`src/rtl/three_way_toom_cook_seq.sv`:
```
// Sequential 3-way Toom-Cook carry-less multiplier: six digit-serial GF(2)[x] limb
// products computed in parallel, then recombined into c = a * b.
module three_way_toom_cook_seq #(
  parameter int A_W     = 192,
  parameter int B_W     = 150,
  parameter int DIGIT_W = 1
) (
  input  logic               clk,
  input  logic               rst_n,
  input  logic               start,
  input  logic [A_W-1:0]     a,
  input  logic [B_W-1:0]     b,
  output logic               busy,
  output logic               done,
  output logic [A_W+B_W-1:0] c
);

  localparam int MAX_W = (A_W > B_W) ? A_W : B_W;
  localparam int L     = (MAX_W + 2) / 3;
  localparam int N     = (L + DIGIT_W - 1) / DIGIT_W;
  localparam int P_W   = 2 * L - 1;
  localparam int C_W   = A_W + B_W;
  localparam int E_W   = 3 * L;
  localparam int R_W   = 6 * L;
  localparam int CNT_W = $clog2(N + 1);

  typedef enum logic [1:0] {IDLE, MUL, FINISH} state_t;

  state_t           state;
  logic [CNT_W-1:0] cnt;
  logic [E_W-1:0]   a_ext, b_ext;
  logic [L-1:0]     a_sum [6];
  logic [L-1:0]     b_sum [6];
  logic [L-1:0]     asr   [6];
  logic [P_W-1:0]   bsh   [6];
  logic [P_W-1:0]   acc   [6];

  assign a_ext = E_W'(a);
  assign b_ext = E_W'(b);

  // Engine order: P0, P1, P2, P01, P02, P12
  always_comb begin
    a_sum[0] = a_ext[0 +: L];
    a_sum[1] = a_ext[L +: L];
    a_sum[2] = a_ext[2*L +: L];
    a_sum[3] = a_ext[0 +: L] ^ a_ext[L +: L];
    a_sum[4] = a_ext[0 +: L] ^ a_ext[2*L +: L];
    a_sum[5] = a_ext[L +: L] ^ a_ext[2*L +: L];
    b_sum[0] = b_ext[0 +: L];
    b_sum[1] = b_ext[L +: L];
    b_sum[2] = b_ext[2*L +: L];
    b_sum[3] = b_ext[0 +: L] ^ b_ext[L +: L];
    b_sum[4] = b_ext[0 +: L] ^ b_ext[2*L +: L];
    b_sum[5] = b_ext[L +: L] ^ b_ext[2*L +: L];
  end

  // The a-limb shifts right and the b-operand shifts left each digit, so bit j of asr
  // always pairs with bsh << j; zero-fill makes bits beyond L contribute nothing.
  function automatic logic [P_W-1:0] digit_step(input logic [P_W-1:0] acc_in,
                                                input logic [L-1:0]   asr_in,
                                                input logic [P_W-1:0] bsh_in);
    logic [P_W-1:0] r;
    r = acc_in;
    for (int j = 0; j < DIGIT_W; j++) begin
      if (asr_in[j]) r = r ^ (bsh_in << j);
    end
    return r;
  endfunction

  function automatic logic [C_W-1:0] combine(input logic [P_W-1:0] p0,
                                             input logic [P_W-1:0] p1,
                                             input logic [P_W-1:0] p2,
                                             input logic [P_W-1:0] p01,
                                             input logic [P_W-1:0] p02,
                                             input logic [P_W-1:0] p12);
    logic [R_W-1:0] r;
    r = R_W'(p0)
      ^ (R_W'(p01 ^ p0 ^ p1) << L)
      ^ (R_W'(p02 ^ p0 ^ p1 ^ p2) << (2 * L))
      ^ (R_W'(p12 ^ p1 ^ p2) << (3 * L))
      ^ (R_W'(p2) << (4 * L));
    return r[C_W-1:0];
  endfunction

  always_ff @(posedge clk or negedge rst_n) begin
    if (!rst_n) begin
      state <= IDLE;
      busy  <= 1'b0;
      done  <= 1'b0;
      c     <= '0;
      cnt   <= '0;
      for (int e = 0; e < 6; e++) begin
        asr[e] <= '0;
        bsh[e] <= '0;
        acc[e] <= '0;
      end
    end else begin
      done <= 1'b0;
      case (state)
        IDLE: begin
          if (start) begin
            for (int e = 0; e < 6; e++) begin
              asr[e] <= a_sum[e];
              bsh[e] <= P_W'(b_sum[e]);
              acc[e] <= '0;
            end
            cnt   <= '0;
            busy  <= 1'b1;
            state <= MUL;
          end
        end
        MUL: begin
          for (int e = 0; e < 6; e++) begin
            acc[e] <= digit_step(acc[e], asr[e], bsh[e]);
            asr[e] <= asr[e] >> DIGIT_W;
            bsh[e] <= bsh[e] << DIGIT_W;
          end
          cnt <= cnt + 1'b1;
          if (cnt == CNT_W'(N - 1)) state <= FINISH;
        end
        FINISH: begin
          c     <= combine(acc[0], acc[1], acc[2], acc[3], acc[4], acc[5]);
          done  <= 1'b1;
          busy  <= 1'b0;
          state <= IDLE;
        end
        default: state <= IDLE;
      endcase
    end
  end

endmodule

```
`config.mk`:
```
export PLATFORM = sky130hd
export DESIGN_NAME = three_way_toom_cook_seq
export DESIGN_NICKNAME = d
export VERILOG_FILES = /design/src/rtl/three_way_toom_cook_seq.sv
export SDC_FILE = /design/constraint.sdc
export NUM_CORES = 2
export LEC_CHECK = 0
export CORE_ASPECT_RATIO = 0.9
export CORE_MARGIN = 2
export CORE_UTILIZATION = 30
export CTS_CLUSTER_DIAMETER = 80
export CTS_CLUSTER_SIZE = 12
export DETAILED_ROUTE_END_ITERATION = 8
export PLACE_DENSITY = 0.56
export SLEW_MARGIN = 30
export SYNTH_ARGS = -nofsm -noshare
export SYNTH_HDL_FRONTEND = slang
export SYNTH_SLANG_ARGS = --single-unit
```
`constraint.sdc`:
```
create_clock -name clk -period 2 [get_ports clk]
set_input_delay 0.4 -clock clk [delete_from_list [all_inputs] [get_ports clk]]
set_output_delay 0.4 -clock clk [all_outputs]
set_load 0.02 [all_outputs]
```
==> impl_metrics.json <==
{
  "slew_viol_final": 0,
  "grt_usage_pct": 17.9,
  "drt_first_pass_iters": 6,
  "initial_core_util_pct": 30.2,
  "root_buffer": "clkbuf_16",
  "clock.fmax_mhz": 496,
  "grt_pass1_wl_mm": 509,
  "postLayoutCoreUtil_pct": 36.5,
  "antenna_found_initial": 36,
  "p_clk_share_pct": 20.2,
  "min_period_over_period_pct": 101,
  "power_frac_seq_pct": 40.4,
  "synthFlopType": "dfrtp_1",
  "ios": 689,
  "worstSetupEndpointType": "flip-flop",
  "synthCells": 10067,
  "drc_errors": 0,
  "power_switching_uw": 71400,
  "critPathLaunchType": "flip-flop",
  "synth_top_area_cell": "dfrtp_1",
  "wl_per_cell_um": 21.6,
  "finalHoldViolations": 0,
  "rsz0062_at_grt": "true",
  "yosys_warnings": 0,
  "clkTransAtPathRegs_ns": 0.07,
  "syn-mean-instance-area_sq_um": 10.7,
  "p_sw_share_pct": 37.8,
  "final_cell_mix": "dfrtp_1 (2223), nand2_1 (1534), xor2_1 (1057)",
  "finalWorstPathRequiredPeriod_ns": 2.02,
  "ant_nets": 0,
  "rows": 208,
  "worst_pin_slew_ns": 0.558,
  "drtIter0Drc": 5655,
  "cts_made_buffers": 217,
  "synth-edff-count": 0,
  "worstHoldPathType": "in2reg",
  "layout_commonest_cell": "dfrtp_1",
  "power.leakage_uw": 0.0579,
  "drv_cap": 0,
  "combPwrFrac_pct": 39.4,
  "synthTopCellsByArea": "dfrtp_1 (52%), xor2_1 (8.6%), nand2_1 (5.3%)",
  "hold_ws_ns": 0.164,
  "ys_ff_latch": 2261,
  "status": "finished, violations left",
  "clock-sinks": 2261,
  "clock_path_buffers": 4,
  "syn_to_final_growth_pct": 20.9,
  "intPower_uw": 117000,
  "core_sq_um": 357000,
  "h-tree-depth": 4,
  "final_nets": 11152,
  "setup_ws_ns": -0.0167,
  "syn-num-nets": 10413,
  "synth.cell_area_sq_um": 108000,
  "overflow": 0,
  "die_h_um": 573,
  "synth.distinct_cells": 37,
  "async_flop_share_pct": 100,
  "power-per-cell-area_nw_per_um2": 1450,
  "worst_ep_arrival_time_ns": 2.74,
  "portBuffers": 688,
  "setup_violations": 1,
  "drt-total-wl_mm": 337,
  "worst_ir_drop_vdd_mv": 0.942,
  "viasPerCell": 4.92,
  "cts_tree": "yes",
  "die_x_um": 636,
  "worstPathRequired_ns": 2.72,
  "synth.top_cell.area_share_pct": 52.5,
  "clock_latency_ns": 0.89,
  "vias": 76684,
  "ys_seq_area_share_pct": 52.5,
  "skew_ns": 0.0884,
  "pre_cts_ws_ns": -0.267,
  "path_class": "reg2reg",
  "crit_fanout": 36,
  "violations": "setup timing",
  "drive_gt1_share_pct": 12.0,
  "grt_max_degree": 87,
  "floorplan.die_area_sq_um": 364000,
  "timing.slew.headroom_pct": 62.5,
  "dp_hpwl_mm": 240,
  "routabilityCongestion": 0.857,
  "fill_cells": 35332,
  "grt_pass1_vias": 76254
}
worst max-delay path: stages, from the launching register on:
cell and delay [ns]:
dfrtp_4 0.49, buf_12 0.15, buf_8 0.13, nand2b_4 0.15, buf_16 0.28, buf_12 0.25, mux2i_1 0.22, o21ai_0 0.11
per-layer routing:
layer,GRT usage (%),up-vias,wire [um]
met3,2.36,416,15700
met1,26.0,38638,159000
met4,5.84,20,11100
met2,27.6,1695,152000
li1,-,35915,-
met5,0,-,139
cell families (layout without fill, tap and decap cells):
family / count (synthesis) / count (layout) / share of synthesized area [%]
AND/OR/NAND/NOR: 3489 / 3489 / 15.7
adder cells (fa/ha/maj): 1 / 1 / 0.0116
multiplexers: 341 / 341 / 3.22
AO/OA/AOI/OAI: 1622 / 1622 / 9.53
other: 0 / 25 / 0
XOR/XNOR: 1571 / 1571 / 16.0
flip-flops: 2261 / 2261 / 52.5
buffers and inverters: 782 / 1552 / 3.09
synth_stat cells, drive strengths merged, types with 27 or more instances:
cell	instances
nor2	1055
or3	127
xnor3	225
buf	350
a21oi	127
o21ai	640
a31oi	420
xnor2	262
nand2b	128
mux2i	296
dfrtp	2261
clkbuf	431
nand4b	635
nand2	1535
a22o	428
xor2	1057
xor3	27
mux2	45
path summary, 6_finish.rpt:
path,slack [ns],endpoint,depth (start not counted),startpoint
min,0.16,bsh[37]$_DFFE_PN0P_,3,b[101]
min reg2reg,0.46,asr[267]$_DFFE_PN0P_,2,asr[268]$_DFFE_PN0P_
max,-0.02,bsh[257]$_DFFE_PN0P_,7,state[0]$_DFFE_PN0P_
max in group asynchronous,0.86,c[148]$_DFFE_PN0P_,4,rst_n
min in group asynchronous,0.32,bsh[173]$_DFFE_PN0P_,3,rst_n
max reg2reg,-0.02,bsh[257]$_DFFE_PN0P_,7,state[0]$_DFFE_PN0P_
what timing repair did:
item,4_1_cts,5_1_grt
endpoints found under the hold margin,1658,0
endpoints found under the setup margin,655,123
pin swaps,0,5
gates resized for setup,1365,67
setup buffers,8,17
hold buffers,1,0
cloned,0,23
flip-flops by register name, indices dropped and copies added (netlist names):
register and cells:
acc 762, state 2, bsh 762, c 342
asr 384, done 1, cnt 7, busy 1
stage by stage:
stage                     cells  setup TNS [ns]  area [sq um]  total power, uW
final                     15587         -0.0167        130000           189000
after global routing      15579          -0.918        130000           200000
after CTS                 15522          -0.404        129000           191000
after detailed placement  15263         -188.48        124000           154000
after global placement    15263         -176.98        124000           153000
after floorplan           10067               0        108000           119000
power by group through the flow:
stage	clock [uW]	combinational [uW]	sequential, uW
after floorplan	0	43100	75600
after CTS	39300	75200	76400
after global placement	0	76100	76700
after global routing	40900	80400	78400
final	38200	74300	76300
after detailed placement	0	76600	77100
layout make-up:
class	instances	area [sq um]	area share, %
clock buffers	231	5630	4.32
well taps	4725	5910	4.53
diodes	25	62.6	0.0480
flip-flops and latches	2261	56600	43.4
repair buffers	1301	13800	10.6
clock inverters	19	264	0.202
multi-input cells	7024	48100	36.9
inverters	1	11.3	0.00863
Note: power is estimated with default switching activity, not from simulation.
